--- config.mk ---
export PLATFORM = sky130hd
export DESIGN_NAME = a5_wb_regs
export DESIGN_NICKNAME = d
export VERILOG_FILES = /design/src/rtl/a5_wb_regs.sv
export SDC_FILE = /design/constraint.sdc
export NUM_CORES = 1
export LEC_CHECK = 0
export ABC_AREA = 1
export CAP_MARGIN = 20
export CORE_MARGIN = 5
export CORE_UTILIZATION = 40
export CTS_BUF_LIST = sky130_fd_sc_hd__clkbuf_8
export CTS_CLUSTER_DIAMETER = 100
export CTS_CLUSTER_SIZE = 25
export DETAILED_ROUTE_END_ITERATION = 12
export PLACE_DENSITY = 0.84
export SYNTH_ARGS = -nofsm -noshare
export SYNTH_HDL_FRONTEND = slang
export SYNTH_SLANG_ARGS = --single-unit
--- constraint.sdc ---
create_clock -name clk -period 4 [get_ports clk]
set_input_delay 0.8 -clock clk [delete_from_list [all_inputs] [get_ports clk]]
set_output_delay 0.8 -clock clk [all_outputs]
set_load 0.03 [all_outputs]
--- src/rtl/a5_wb_regs.sv ---
// rtl/a5_wb_regs.sv - Wishbone register block for the A5 keystream engine.
// Holds key/frame, issues load pulses and pops keystream words on DATA reads.
module a5_wb_regs #(
  parameter int ADDR_WIDTH = 5
) (
  input  logic                  clk,
  input  logic                  reset,
  input  logic                  wb_cyc_i,
  input  logic                  wb_stb_i,
  input  logic                  wb_we_i,
  input  logic [ADDR_WIDTH-1:0] wb_adr_i,
  input  logic [3:0]            wb_sel_i,
  input  logic [31:0]           wb_dat_i,
  output logic [31:0]           wb_dat_o,
  output logic                  wb_ack_o,
  output logic                  load,
  output logic [63:0]           key,
  output logic [21:0]           frame,
  output logic                  rd_en,
  input  logic [31:0]           data_in,
  input  logic                  empty
);

  localparam logic [2:0] REG_CTRL   = 3'd0;
  localparam logic [2:0] REG_STATUS = 3'd1;
  localparam logic [2:0] REG_KEY_LO = 3'd2;
  localparam logic [2:0] REG_KEY_HI = 3'd3;
  localparam logic [2:0] REG_FRAME  = 3'd4;
  localparam logic [2:0] REG_DATA   = 3'd5;

  logic        autoinc;
  logic        underflow;
  logic        accept;
  logic        wr;
  logic        rd;
  logic [2:0]  idx;
  logic        start_req;
  logic        pop_req;
  logic        uf_set;
  logic        uf_clr;
  logic [31:0] rd_mux;
  logic [31:0] key_lo_wr;
  logic [31:0] key_hi_wr;
  logic [21:0] frame_wr;

  function automatic logic [31:0] lane_merge(input logic [31:0] old_val,
                                             input logic [31:0] new_val,
                                             input logic [3:0]  sel);
    logic [31:0] res;
    for (int b = 0; b < 4; b++) begin
      res[b*8 +: 8] = sel[b] ? new_val[b*8 +: 8] : old_val[b*8 +: 8];
    end
    return res;
  endfunction

  // The ack register doubles as the busy flag: nothing is accepted while it is high.
  assign accept = wb_cyc_i & wb_stb_i & ~wb_ack_o;
  assign wr     = accept & wb_we_i;
  assign rd     = accept & ~wb_we_i;
  assign idx    = wb_adr_i[4:2];

  assign start_req = wr & (idx == REG_CTRL) & wb_sel_i[0] & wb_dat_i[0];
  assign pop_req   = rd & (idx == REG_DATA) & ~empty;
  assign uf_set    = rd & (idx == REG_DATA) & empty;
  assign uf_clr    = (rd & (idx == REG_STATUS)) | load;

  assign key_lo_wr = lane_merge(key[31:0], wb_dat_i, wb_sel_i);
  assign key_hi_wr = lane_merge(key[63:32], wb_dat_i, wb_sel_i);

  // Only bits [21:0] of FRAME exist; lane 3 and the top of lane 2 are dropped.
  always_comb begin
    frame_wr = frame;
    if (wb_sel_i[0]) frame_wr[7:0]   = wb_dat_i[7:0];
    if (wb_sel_i[1]) frame_wr[15:8]  = wb_dat_i[15:8];
    if (wb_sel_i[2]) frame_wr[21:16] = wb_dat_i[21:16];
  end

  always_comb begin
    rd_mux = 32'd0;
    case (idx)
      REG_CTRL:   rd_mux = {30'd0, autoinc, 1'b0};
      REG_STATUS: rd_mux = {30'd0, underflow, empty};
      REG_KEY_LO: rd_mux = key[31:0];
      REG_KEY_HI: rd_mux = key[63:32];
      REG_FRAME:  rd_mux = {10'd0, frame};
      REG_DATA:   rd_mux = empty ? 32'd0 : data_in;
      default:    rd_mux = 32'd0;
    endcase
  end

  always_ff @(posedge clk) begin
    if (reset) begin
      wb_ack_o  <= 1'b0;
      wb_dat_o  <= 32'd0;
      load      <= 1'b0;
      rd_en     <= 1'b0;
      key       <= 64'd0;
      frame     <= 22'd0;
      autoinc   <= 1'b0;
      underflow <= 1'b0;
    end else begin
      wb_ack_o <= accept;
      load     <= start_req;
      rd_en    <= pop_req & ~start_req;

      if (rd) wb_dat_o <= rd_mux;

      if (wr && idx == REG_CTRL && wb_sel_i[0]) autoinc <= wb_dat_i[1];
      if (wr && idx == REG_KEY_LO) key[31:0]  <= key_lo_wr;
      if (wr && idx == REG_KEY_HI) key[63:32] <= key_hi_wr;

      // A FRAME write cannot coincide with a load cycle since ack blocks acceptance.
      if (wr && idx == REG_FRAME) frame <= frame_wr;
      else if (load && autoinc)   frame <= frame + 22'd1;

      if (uf_set)      underflow <= 1'b1;
      else if (uf_clr) underflow <= 1'b0;
    end
  end

endmodule
### Word level (Yosys, flattened, before mapping)

Cells that the tools add are included.

| storage, ports and cells | value |
|---|---|
| flip-flop bits (word level) | 123 |
| input port bits | 79 |
| word-level logic and storage cells | 72 |

| cells by class | value |
|---|---|
| add/sub/neg operators | 1 |
| eq/ne operators | 8 |
| multiplexer cells | 9 |
| bitwise gates (word level) | 17 |
| reduce and logical (&&, ||, !) cells | 20 |

Operators by type and width:

| cell | number |
|---|---|
| case mux 32 bit (6 select lines) | 1 |
| 2-to-1 mux 22 bit | 2 |
| 2-to-1 mux 32 bit | 1 |
| adder 22 x 1 -> 22 bit, second input constant | 1 |
| AND reduction 2 bit | 11 |
| 2-to-1 mux 8 bit | 2 |
| bitwise AND 1 bit | 12 |
| == test 3 x 2 -> 1 bit, second input constant | 2 |
| == test 3 bit, second input constant | 2 |
| logical AND 1 bit | 6 |
| 2-to-1 mux 6 bit | 1 |
| inequality test 2 bit, second input constant | 3 |
| NOT 1 bit | 4 |
| nonzero test 2 bit | 2 |
| == test 3 x 1 -> 1 bit, second input constant | 1 |
| zero test 3 bit | 1 |
| 2-to-1 mux 1 bit | 2 |
| bitwise OR 1 bit | 1 |

### Logic depth before layout (Yosys ltp)

| logic depth | value |
|---|---|
| depth after elaboration | 8 |
| mapped depth | 10 |
| depth with buffers taken out | 10 |

### Worst setup path before layout

Ideal clock, no wire load.

| timing path | value |
|---|---|
| path kind | input-to-reg |
| start | in wb_adr_i[2] |
| end | reg frame[16] |
| setup time | 0.132 ns |
| data arrival time | 1.652 ns |
| required time | 3.868 ns |
| slack | 2.215 ns |
| cell stages on the path | 8 |
| path buffers | 1 |
| path through | inv_2 -> nand3_2 -> nor2_2 -> nand2_1 -> and2_1 -> buf_2 -> nand2_1 -> a21oi_1 |

| on the way | value |
|---|---|
| longest elaborated chain between the ends | 4 |

Ends and longest elaborated chain:

| what | RTL line | RTL |
|---|---|---|
| start: declaration | 11 | `input logic [ADDR_WIDTH-1:0] wb_adr_i,` |
| == test 3 bit (*) | 113 | `if (wr && idx == REG_FRAME) frame <= frame_wr;` |
| logical AND 1 bit (*) | 113 |  |
| inequality test 2 bit (no source line) or nonzero test 2 bit (tied branches) | - |  |
| AND reduction 2 bit (no source line) | - |  |
| end signal: assignment | 113 |  |
| end signal: assignment | 114 | `else if (load && autoinc) frame <= frame + 22'd1;` |
| end: declaration | 18 | `output logic [21:0] frame,` |

Mark *: on every way between the ends. The rest lies on a longest branch, timed or not.
A chain may end at the register's enable or synchronous reset.

### Worst setup path in the final report

| timing path | value |
|---|---|
| start | in wb_adr_i[4] |
| end | reg key[47] |

| on the way | value |
|---|---|
| longest elaborated chain between the ends | 3 |

Ends and longest elaborated chain:

| what | RTL line | RTL |
|---|---|---|
| == test 3 x 2 -> 1 bit | 110 | `if (wr && idx == REG_KEY_HI) key[63:32] <= key_hi_wr;` |
| logical AND 1 bit | 110 |  |
| AND reduction 2 bit (no source line) | - |  |
| end signal: assignment | 110 |  |
| end: declaration | 17 | `output logic [63:0] key,` |

No other way between the ends.

==> results.sh <==
export IMPL_crit_arrival_ns=3.19
export IMPL_grt_pass1_vias=6120
export IMPL_hp_start="wb_dat_o[18]"
export IMPL_synth_edff_count=0
export IMPL_power_density_mw_per_mm2=311
export IMPL_max_freq_ghz=0.354
export IMPL_synth_area_leader_cell="dfxtp_1"
export IMPL_place_gp_congestion=0.915
export IMPL_ctsResizeCount=0
export IMPL_r2r_start="wb_ack_o"
export IMPL_syn_area_mm2=0.00580
export IMPL_grt_pass1_wl_mm=31.5
export IMPL_post_route_drc_count=0
export IMPL_wl_mm=20.5
export IMPL_outcome="finished, final reports clean"
export IMPL_numClockSinks=123
export IMPL_rsz0062_at_grt="false"
export IMPL_critPathLaunchType="input pin"
export IMPL_final_nets=1107
export IMPL_antenna_found_initial=0
export IMPL_placed_cell_area_mm2=0.00786
export IMPL_tritoncts="done"
export IMPL_synth_top_cell_area_share_pct=42.4
export IMPL_period_needed_ns=2.82
export IMPL_h_tree_depth=4
export IMPL_io_buffers=197
export IMPL_dr_first_iter_drc_count=526
export IMPL_grt_usage_pct=23.7
export IMPL_regToRegSetupSlack_ns=1.96
export IMPL_synth_area_leaders="dfxtp_1 42%, nand2_1 14%, a21oi_1 7.8%"
export IMPL_first_pass_iters=6
export IMPL_ioPinCount=200
export IMPL_dieArea_mm2=0.0170
export IMPL_ys_async_sr_fraction_pct=0
export IMPL_root_buffer="clkbuf_8"
export IMPL_cp_required_ns=4.37
export IMPL_skew_ns=0.0105
export IMPL_die_width_um=130
export IMPL_drv_cap=0
export IMPL_synth_compound_area_share_pct=20.2
export IMPL_antenna_cells=0
export IMPL_synth_fa_ha_area_share_pct=0.216
export IMPL_ys_seq_area_share_pct=42.4
export IMPL_synth_seq_cells=123
export IMPL_die_h_um=130
export IMPL_worstPathMaxFanout=11
export IMPL_core_mm2=0.0144
export IMPL_synth_top_family_by_area="simple AND/OR/NAND/NOR gates"
export IMPL_rows=44
export IMPL_tns_ns=0
export IMPL_syn_to_final_growth_pct=42.3
export IMPL_routed_via_density=5.25
export IMPL_slew_headroom_pct=40.2
export IMPL_fin_area_mm2=0.00826
export IMPL_holdWs_ns=0.464
export IMPL_synth_simple_gate_area_share_pct=28.6
export IMPL_yosys_area_share_xor_xnor_pct=0.604
export IMPL_setup_violations=0
export IMPL_period_share_pct=70.5
export IMPL_drv_slew=0
export IMPL_yosys_warnings=0
export IMPL_numCtsBuffers=17
export IMPL_crit_type="in -> reg"
export IMPL_yosys_mux_area_fraction_pct=0.345
export IMPL_leakagePower_nw=2.95
export IMPL_syn_inst=844
export IMPL_synth_most_common_cell="nand2_1"
export IMPL_drive_gt1_share_pct=6.26
export IMPL_hold_class="reg -> reg"
export IMPL_hold_buffers=0
export IMPL_hpwl_mm=14.3
export IMPL_vias=6415
export IMPL_syn_area_per_cell_um2=6.87
export IMPL_synth_cell_types=34
export IMPL_grt_max_degree=51
export IMPL_ys_flop_type="dfxtp_1"
export IMPL_worst_slew_pin_slew_ns=0.892
export IMPL_syn_num_nets=924
export IMPL_clk_latency_ns=0.44
export IMPL_clkTransAtPathRegs_ns=0.07
export IMPL_critPathLaunch="wb_adr_i[4]"
export IMPL_overflow=0
export IMPL_cts_buffer_depth=2
export IMPL_hold_viol_final=0
export IMPL_postCtsSetupRepairBufs=0
export IMPL_initial_core_util_pct=40.4
export IMPL_postRouteAntennaNets=0
export IMPL_wl_per_cell_um=16.7
export IMPL_ys_top_cells_by_count="212 x nand2_1, 123 x dfxtp_1, 98 x nor2_1, 91 x a21oi_1, 89 x o21ai_0"
export IMPL_end_kind="flip-flop"
export IMPL_max_vdd_ir_drop_v=0.000160
-- placed cells by master (no fill, tap or decap), drive strengths merged --
cell	count
xnor2	2
or2	7
buf	8
clkdlybuf4s50	196
nor2	105
o211ai	2
nand2	214
o221ai	7
clkinvlp	1
clkbuf	22
ha	1
inv	64
a31oi	1
nand3b	1
xor2	2
and2	1
nand4	5
clkinv	8
bufinv	2
o2111ai	1
nor4	1
dfxtp	123
a21oi	91
mux2i	2
nand3	59
o21bai	2
o21ai	89
a22oi	22
-- stage by stage --
step	std cells	setup slack [ns]	util (%)	power [W]
global route	1223	1.01	57.5	0.00264
detailed placement	1192	0.772	54.7	0.00148
CTS	1223	1.21	57.5	0.00257
global placement	1192	0.812	54.7	0.00148
finish	1223	1.18	57.5	0.00257
floorplan	844	2.22	-	0.00135
-- cell type report --
type	instances	area (µm²)
well taps	184	230
repair buffers	204	2020
clock buffers	22	303
inverters	66	248
multi-input cells	615	2900
clock inverters	9	95.1
flip-flops and latches	123	2460
fillers	1335	6110
-- kinds of logic (layout without fill, tap and decap cells) --
| group | after synthesis | count (layout) |
|---|---|---|
| muxes | 2 | 2 |
| buffers and inverters | 106 | 301 |
| adders and majority gates | 1 | 1 |
| and+or+nand+nor | 393 | 393 |
| xor gates and xnor gates | 4 | 4 |
| AOI/OAI and AO/OA | 215 | 215 |
| DFF | 123 | 123 |
-- routing by layer --
| metal | vias to the layer above | track usage, % | part of all wire [%] |
|---|---|---|---|
| li1 | 3158 | - | - |
| met1 | 2959 | 31.0 | 43 |
| met2 | 258 | 38.7 | 49 |
| met3 | 40 | 4.76 | 6.5 |
| met4 | 0 | 9.07 | 1.9 |
| met5 | - | 0 | 0 |
-- flip-flops by register name, summed over array words and instances, names as in the netlist --
register,flops
key,64
frame,22
wb_ack_o,1
wb_dat_o,32
autoinc,1
rd_en,1
underflow,1
load,1
-- final timing paths --
| check | endpoint | cells past startpoint |
|---|---|---|
| worst min register to register | wb_dat_o[18] | 2 |
| worst max register to register | frame[7] | 8 |
| worst min-delay path | wb_dat_o[18] | 2 |
| worst max-delay path | key[47] | 8 |
-- critical path: stages --
cell and delay (ns):
clkdlybuf4s50_1 0.50, inv_2 0.14, nand3_1 0.44, nor2_2 0.50
nand2_1 0.28, clkinv_1 0.24, o21ai_0 0.12, a21oi_1 0.16
-- where the power goes --
part           switching (W)  internal (W)
sequential        0.00000583       0.00123
combinational       0.000118     0.0000985
clock               0.000487      0.000624
Power figures use the tool's default switching activity.
